File: config.mk
export PLATFORM = sky130hd
export DESIGN_NAME = m_ex_muldiv
export DESIGN_NICKNAME = d
export VERILOG_FILES = /design/src/rtl/m_muldiv_pkg.sv /design/src/rtl/m_muldiv_divstep.sv /design/src/rtl/m_ex_muldiv.sv
export SDC_FILE = /design/constraint.sdc
export NUM_CORES = 1
export LEC_CHECK = 0
export ABC_AREA = 1
export CAP_MARGIN = 20
export CORE_AREA = 2 2 178 180
export DETAILED_ROUTE_END_ITERATION = 12
export DIE_AREA = 0 0 180 182
export HOLD_SLACK_MARGIN = 0.05
export PLACE_DENSITY_LB_ADDON = 0.15
export SLEW_MARGIN = 20
export SYNTH_ARGS = -nofsm -noshare
export SYNTH_HDL_FRONTEND = slang
export SYNTH_SLANG_ARGS = --single-unit
File: constraint.sdc
create_clock -name clk -period 5.94 [get_ports clk]
set_input_delay 0.594 -clock clk [delete_from_list [all_inputs] [get_ports clk]]
set_output_delay 0.594 -clock clk [all_outputs]
set_load 0.05 [all_outputs]
File: src/rtl/m_muldiv_pkg.sv
// Shared op encoding, FSM states and iteration count for the EX-stage mul/div unit.
package m_muldiv_pkg;

    localparam int unsigned ITER_DEFAULT = 32;

    typedef enum logic [1:0] {
        OP_MULT  = 2'b00,
        OP_MULTU = 2'b01,
        OP_DIV   = 2'b10,
        OP_DIVU  = 2'b11
    } op_e;

    typedef enum logic [1:0] {
        StIdle,
        StMul,
        StDiv,
        StFix
    } state_e;

endpackage

File: src/rtl/m_muldiv_divstep.sv
// One restoring-division step: shift in the next dividend bit, trial-subtract the divisor,
// keep the difference and emit a 1 quotient bit when it does not borrow.
module m_muldiv_divstep (
    input  logic [32:0] rem_in,
    input  logic        dividend_bit,
    input  logic [31:0] divisor,
    output logic [32:0] rem_out,
    output logic        q_bit
);

    logic [32:0] shifted;
    logic [33:0] diff;

    always_comb begin
        shifted = {rem_in[31:0], dividend_bit};
        diff    = {1'b0, shifted} - {2'b00, divisor};
        // rem_in[32] set means the shifted value already exceeds any 32-bit divisor
        q_bit   = rem_in[32] | ~diff[33];
        rem_out = q_bit ? diff[32:0] : shifted;
    end

endmodule

File: src/rtl/m_ex_muldiv.sv
// Iterative MULT/MULTU/DIV/DIVU unit owning HI/LO, fixed 33-cycle latency.
// Divide support is built only when MULDIV_DIV_EN is defined.
module m_ex_muldiv
    import m_muldiv_pkg::*;
#(
    parameter int unsigned ITER = ITER_DEFAULT
) (
    input  logic        clk,
    input  logic        reset,
    input  logic        startE,
    input  logic [1:0]  opE,
    input  logic [31:0] srcaE,
    input  logic [31:0] srcbE,
    input  logic        mthiE,
    input  logic        mtloE,
    output logic [31:0] hi,
    output logic [31:0] lo,
    output logic        busy,
    output logic        done
);

    localparam int unsigned CntW = $clog2(ITER);
    localparam logic [CntW-1:0] CntLast = CntW'(ITER - 1);

    state_e          state_q, state_d;
    logic [CntW-1:0] cnt_q, cnt_d;
    logic [63:0]     acc_q, acc_d;
    logic [31:0]     opnd_q, opnd_d;
    logic            neg_res_q, neg_res_d;
    logic [31:0]     hi_q, hi_d, lo_q, lo_d;
    logic            done_q, done_d;

    op_e         op;
    logic        signed_op, is_div, accept;
    logic [31:0] mag_a, mag_b;
    logic [32:0] mul_sum;
    logic [63:0] prod;

    assign op        = op_e'(opE);
    assign signed_op = (op == OP_MULT) || (op == OP_DIV);
    assign is_div    = (op == OP_DIV) || (op == OP_DIVU);
    assign mag_a     = (signed_op && srcaE[31]) ? -srcaE : srcaE;
    assign mag_b     = (signed_op && srcbE[31]) ? -srcbE : srcbE;

    // Shift-add: low half starts as the multiplier and drains out as product bits enter.
    assign mul_sum = {1'b0, acc_q[63:32]} + (acc_q[0] ? {1'b0, opnd_q} : 33'd0);
    assign prod    = neg_res_q ? -acc_q : acc_q;

`ifdef MULDIV_DIV_EN
    logic [32:0] rem_q, rem_d, step_rem;
    logic        step_q, div_q, div_d, neg_rem_q, neg_rem_d;

    m_muldiv_divstep u_divstep (
        .rem_in       (rem_q),
        .dividend_bit (acc_q[31]),
        .divisor      (opnd_q),
        .rem_out      (step_rem),
        .q_bit        (step_q)
    );

    assign accept = startE;
`else
    assign accept = startE && !is_div;
`endif

    always_comb begin
        state_d   = state_q;
        cnt_d     = cnt_q;
        acc_d     = acc_q;
        opnd_d    = opnd_q;
        neg_res_d = neg_res_q;
        hi_d      = hi_q;
        lo_d      = lo_q;
        done_d    = 1'b0;
`ifdef MULDIV_DIV_EN
        rem_d     = rem_q;
        div_d     = div_q;
        neg_rem_d = neg_rem_q;
`endif
        case (state_q)
            StIdle: begin
                if (accept) begin
                    cnt_d = '0;
                    // Divide by zero keeps the quotient uncorrected so LO reads all ones.
                    neg_res_d = signed_op && (srcaE[31] ^ srcbE[31]) && (srcbE != 32'd0);
`ifdef MULDIV_DIV_EN
                    div_d     = is_div;
                    neg_rem_d = signed_op && srcaE[31];
                    rem_d     = '0;
`endif
                    if (is_div) begin
                        state_d = StDiv;
                        acc_d   = {32'd0, mag_a};
                        opnd_d  = mag_b;
                    end else begin
                        state_d = StMul;
                        acc_d   = {32'd0, mag_b};
                        opnd_d  = mag_a;
                    end
                end else if (!startE) begin
                    if (mthiE) hi_d = srcaE;
                    if (mtloE) lo_d = srcaE;
                end
            end
            StMul: begin
                acc_d = {mul_sum, acc_q[31:1]};
                cnt_d = cnt_q + 1'b1;
                if (cnt_q == CntLast) state_d = StFix;
            end
`ifdef MULDIV_DIV_EN
            StDiv: begin
                rem_d = step_rem;
                acc_d = {32'd0, acc_q[30:0], step_q};
                cnt_d = cnt_q + 1'b1;
                if (cnt_q == CntLast) state_d = StFix;
            end
`endif
            StFix: begin
                state_d = StIdle;
                done_d  = 1'b1;
`ifdef MULDIV_DIV_EN
                if (div_q) begin
                    lo_d = neg_res_q ? -acc_q[31:0] : acc_q[31:0];
                    hi_d = neg_rem_q ? -rem_q[31:0] : rem_q[31:0];
                end else begin
                    hi_d = prod[63:32];
                    lo_d = prod[31:0];
                end
`else
                hi_d = prod[63:32];
                lo_d = prod[31:0];
`endif
            end
            default: state_d = StIdle;
        endcase
    end

    always_ff @(posedge clk) begin
        if (reset) begin
            state_q   <= StIdle;
            cnt_q     <= '0;
            acc_q     <= '0;
            opnd_q    <= '0;
            neg_res_q <= 1'b0;
            hi_q      <= '0;
            lo_q      <= '0;
            done_q    <= 1'b0;
`ifdef MULDIV_DIV_EN
            rem_q     <= '0;
            div_q     <= 1'b0;
            neg_rem_q <= 1'b0;
`endif
        end else begin
            state_q   <= state_d;
            cnt_q     <= cnt_d;
            acc_q     <= acc_d;
            opnd_q    <= opnd_d;
            neg_res_q <= neg_res_d;
            hi_q      <= hi_d;
            lo_q      <= lo_d;
            done_q    <= done_d;
`ifdef MULDIV_DIV_EN
            rem_q     <= rem_d;
            div_q     <= div_d;
            neg_rem_q <= neg_rem_d;
`endif
        end
    end

    assign hi   = hi_q;
    assign lo   = lo_q;
    assign busy = (state_q != StIdle);
    assign done = done_q;

endmodule
==> results of run 1 <==
## worst paths after layout
kind | to | slack [ns] | cells past startpoint
max | acc_q[9] | 2.49 | 9
min | cnt_q[3] | 0.46 | 2
max reg2reg | acc_q[63] | 2.82 | 17
min reg2reg | cnt_q[3] | 0.46 | 2
## power breakdown
group	switching (mW)	internal [mW]	leakage, nW
sequential	0.0498	1.19	1.38
clock	0.547	0.688	0.307
combinational	0.571	0.252	5.97
total	1.17	2.13	7.65
## placed cells by master (no fill, tap or decap), types with 19 or more instances in the layout
master / instances
o21ai_0: 137
nor3_1: 20
ha_1: 37
a21oi_1: 116
o21ai_1: 39
clkdlybuf4s50_1: 135
nand3_1: 203
nor2_1: 232
o22ai_1: 19
xor2_1: 52
inv_1: 309
nand4_1: 35
nand2_1: 782
dfxtp_1: 168
## registers in the layout, summed over array words and instances, names as in the netlist
| name | count |
|---|---|
| acc_q | 64 |
| hi | 32 |
| lo | 32 |
| opnd_q | 32 |
| cnt_q | 5 |
| state_q | 2 |
| done | 1 |
| neg_res_q | 1 |
## logic make-up (layout without fill, tap and decap cells)
logic type      Yosys count  count (layout)  synth area share
compound gates          352             352             0.139
xor+xnor                 60              60            0.0383
fa+ha+maj                38              38            0.0352
buf+inv                 408             500             0.117
flops                   169             169             0.247
simple gates           1358            1358             0.424
## worst max-delay path, stage by stage
cell             delay [ns]
clkdlybuf4s50_1        0.54
inv_1                  0.68
nand2_2                0.46
inv_4                  0.64
nor2_4                 0.20
inv_4                  0.28
o22ai_1                0.13
a31oi_1                0.17
nor2_1                 0.05
## area by class of cell
class                           instances  area [sq um]  share of cell area
Multi-Input combinational cell       1808          8730               0.550
Sequential cell                       169          3380               0.213
Timing Repair Buffer                  145          1420              0.0896
Inverter                              323          1220              0.0767
Tap cell                              402           503              0.0317
Clock buffer                           19           443              0.0279
Clock inverter                         13           183              0.0115
## per-stage QoR
| step | instances | hold slack (ns) | setup WS, ns | area [sq um] |
|---|---|---|---|---|
| after floorplan | 2385 | 0.439 | 3.66 | 13700 |
| final | 2879 | 0.462 | 2.49 | 15900 |
| after detailed placement | 2847 | 0.452 | 2.09 | 15300 |
| after CTS | 2879 | 0.464 | 2.57 | 15900 |
| after global placement | 2847 | 0.448 | 2.21 | 15300 |
| after global routing | 2879 | 0.478 | 2.23 | 15900 |
## synthesized netlist by cell type, types with 3 or more instances
cell,count
a21oi_1,116
a31oi_1,15
and2_1,6
and3_1,3
buf_1,9
buf_2,23
buf_4,5
buf_6,3
clkbuf_1,45
dfxtp_1,169
ha_1,37
inv_1,309
inv_2,12
nand2_1,783
nand2_2,13
nand2_4,5
nand3_1,203
nand3_2,9
nand3b_1,10
nand4_1,35
nor2_1,232
nor2_2,13
nor2_4,11
nor3_1,20
o211ai_1,9
o21ai_0,137
o21ai_1,39
o22ai_1,19
o31ai_1,5
or2_2,10
xnor2_1,8
xor2_1,52
## layer usage
layer,GRT usage,vias up,part of all wire
li1,-,7738,-
met1,0.493,6998,0.45
met2,0.488,675,0.41
met3,0.0792,77,0.11
met4,0.122,0,0.033
met5,0,-,0
==> results_dict.tcl, run 1 <==
set metrics [dict create \
    crit_start "opE[1]" \
    syn_area_sq_mm 0.0137 \
    synth_warnings 0 \
    grt_pass1_wl_mm 84.3 \
    path_clk_slew_ns 0.08 \
    vias 15488 \
    ys_ff_latch 169 \
    synth_top_cell_by_area "dfxtp_1" \
    drv_cap 0 \
    synth_area_per_cell_sq_um 5.75 \
    worstPathMaxFanout 63 \
    required_ns 6.28 \
    fmax_mhz 290 \
    antenna_found_initial 0 \
    slew-limit-headroom 0.353 \
    synth-edff-count 0 \
    overflow 0 \
    startpoint_type "input port" \
    wl_mm 56.7 \
    die_x_um 180 \
    setup-tns-final_ns 0 \
    drt_iter0_markers 1606 \
    htreeDepth 4 \
    ir_drop_uv 203 \
    die_area_sq_mm 0.0328 \
    cts_root_buf "clkbuf_16" \
    grt_max_degree 72 \
    cts_setup_buffers 0 \
    grt_pass1_vias 13944 \
    track_usage 0.340 \
    final_core_util 0.513 \
    core_region_area_sq_mm 0.0310 \
    synth.top_cell.area_share 0.247 \
    rr_startpoint "acc_q[0]" \
    cts_made_buffers 17 \
    cts_resized 0 \
    post-dp-hpwl_mm 45.7 \
    synth_area_leaders "dfxtp_1, nand2_1, inv_1" \
    hp-class "reg -> reg" \
    rsz0062_at_grt "false" \
    synthCells 2385 \
    yosys.cell_types.count 47 \
    setup_viol 0 \
    final_nets 2573 \
    clockBufferDepth 2 \
    clock_latency_ns 0.46 \
    wl_per_cell_um 19.7 \
    synth-async-reset-ratio 0 \
    cts_tree "done" \
    worstMarginPinSlew_ns 0.967 \
    start_util 0.443 \
    synth.yosys.seq_area_share 0.247 \
    syn2layout_area_growth_pct 15.8 \
    io_buffer_count 136 \
    drive_above_1_share 0.0501 \
    fp.dieH_um 182 \
    synth_top_flop_cell "dfxtp_1" \
    worstPathArrival_ns 3.78 \
    synth_fp_nets 2494 \
    end_kind "flop" \
    avgViaCountPerCell 5.38 \
    p_leak_nw 7.65 \
    place_congestion 0.976 \
    crit_type "in -> reg" \
    hp-start "cnt_q[3]" \
    final_antenna_net_count 0 \
    power.density_mw_per_mm2 207 \
    cts_hold_buf 0 \
    totalPowerFinal_mw 3.29 \
    antennaDiodeCount 0 \
    clock_skew_ns 0.0141 \
    hold_viol 0 \
    nFillCells 3347 \
    finalMaxSlewViolations 0 \
    firstDrtPassIters 8 \
    cts_sinks 169 \
    row_count 65 \
    outcome "finished, final reports clean" \
    drc 0 \
    fin_crit_sh 0.580 \
    post-route-min-period_ns 3.45 \
    io_pins 137 \
]
No activity file was read; power rests on OpenSTA's default activity.
==> run 2: changes to the inputs <==
Clock period 5.94 ns to 3.02 ns, I/O delays scaled along.
==> results_dict.tcl, run 2 (synthesized netlist as in run 1, its figures left out) <==
set metrics [dict create \
    busiest_layer "met2" \
    largest_reg_flops 64 \
    seq_power_share 0.373 \
    wl_mm 58.8 \
    cts_made_buffers 17 \
    start_util 0.443 \
    post-route-min-period_ns 2.72 \
    met2_usage 0.525 \
    vias 15995 \
    drive_above_1_share 0.0622 \
    met3_usage 0.0915 \
    cts_resized 0 \
    grt_pass1_vias 14443 \
    clock_skew_ns 0.0179 \
    min_path_cells 3 \
    ir_drop_uv 404 \
    hold_ws_ns 0.412 \
    drt_iter0_markers 1716 \
    htreeDepth 4 \
    rr_startpoint "acc_q[0]" \
    swShare 0.354 \
    io_pins 137 \
    path_clk_slew_ns 0.08 \
    overflow 0 \
    worstPathMaxFanout 31 \
    setup_viol 0 \
    r2r.worst_path.cells 13 \
    worstPathArrival_ns 3.03 \
    final_nets 2604 \
    place_congestion 0.999 \
    final_antenna_net_count 0 \
    post-dp-hpwl_mm 47.8 \
    layout_commonest_cell "nand2_1" \
    end_kind "flop" \
    pwr-share-clk 0.371 \
    outcome "finished, final reports clean" \
    p_sw_mw 2.31 \
    cts_tree "done" \
    setup-tns-final_ns 0 \
    slew-limit-headroom 0.310 \
    avgViaCountPerCell 5.50 \
    p_leak_nw 7.81 \
    hp-start "reset" \
    combPwrFrac 0.256 \
    hold_viol 0 \
    top_register "acc_q" \
    drc 0 \
    io_buffer_count 136 \
    fp.dieH_um 182 \
    die_area_sq_mm 0.0328 \
    grt_max_degree 88 \
    fmax_mhz 367 \
    finalMaxSlewViolations 0 \
    core_region_area_sq_mm 0.0310 \
    syn2layout_area_growth_pct 17.7 \
    clockBufferDepth 2 \
    fin_crit_sh 0.902 \
    die_x_um 180 \
    clock_latency_ns 0.46 \
    worstMarginPinSlew_ns 1.03 \
    grt_pass1_wl_mm 87.7 \
    totalPowerFinal_mw 6.54 \
    internal_power_mw 4.23 \
    power.density_mw_per_mm2 405 \
    crit_type "reg -> reg" \
    crit_start "acc_q[0]" \
    final_cell_mix "nand2_1, inv_1, nor2_1" \
    row_count 65 \
    required_ns 3.32 \
    rsz0062_at_grt "false" \
    cts_root_buf "clkbuf_16" \
    grt_use_met1 0.495 \
    hp-class "in -> reg" \
    startpoint_type "flop" \
    antennaDiodeCount 0 \
    drv_cap 0 \
    cts_setup_buffers 0 \
    track_usage 0.354 \
    cts_sinks 169 \
    firstDrtPassIters 6 \
    antenna_found_initial 1 \
    wl_per_cell_um 20.2 \
    cts_hold_buf 0 \
]
[run 2: per-stage QoR]
stage	cells	instance area, sq um	util	worst slack [ns]
floorplan	2385	13700	-	0.740
global placement	2878	15500	0.500	0.146
detailed placement	2878	15500	0.500	0.338
CTS	2910	16100	0.521	0.326
global route	2910	16100	0.521	0.0693
finish	2910	16100	0.521	0.296
[run 2: critical path, cell delays in order (launching register included)]
cell	delay [ns]
dfxtp_1	0.43
buf_4	0.36
nand2_1	0.17
inv_1	0.09
ha_1	0.20
nand2_1	0.11
inv_1	0.09
nand2_1	0.11
nor3_1	0.39
nand3_1	0.26
nand3_1	0.16
nand2_1	0.07
nand3_1	0.08
a21oi_1	0.07
[run 2: power by group through the flow]
stage / clock (mW) / sequential (mW) / combinational, mW
after detailed placement: 0 / 2.48 / 1.64
after CTS: 2.44 / 2.43 / 1.65
after global routing: 2.53 / 2.44 / 1.81
final: 2.43 / 2.44 / 1.67
after global placement: 0 / 2.48 / 1.64
after floorplan: 0 / 2.58 / 0.915
[run 2: layout make-up]
class | count | area, sq um
Fill cell | 3376 | 14800
Multi-Input combinational cell | 1808 | 8730
Sequential cell | 169 | 3380
Timing Repair Buffer | 176 | 1670
Inverter | 323 | 1220
Tap cell | 402 | 503
Clock buffer | 19 | 453
Clock inverter | 13 | 185
[run 2: path summary, 6_finish.rpt]
| kind | to | slack, ns |
|---|---|---|
| max | acc_q[48] | 0.30 |
| min | done | 0.41 |
| max reg2reg | acc_q[48] | 0.30 |
| min reg2reg | lo[0] | 0.47 |
[run 2: layer usage]
layer	up-vias	routed length, um	share of wire
met5	-	8	0.00014
met4	2	1970	0.033
met3	99	6130	0.10
met2	792	24300	0.41
met1	7303	26300	0.45
li1	7799	-	-
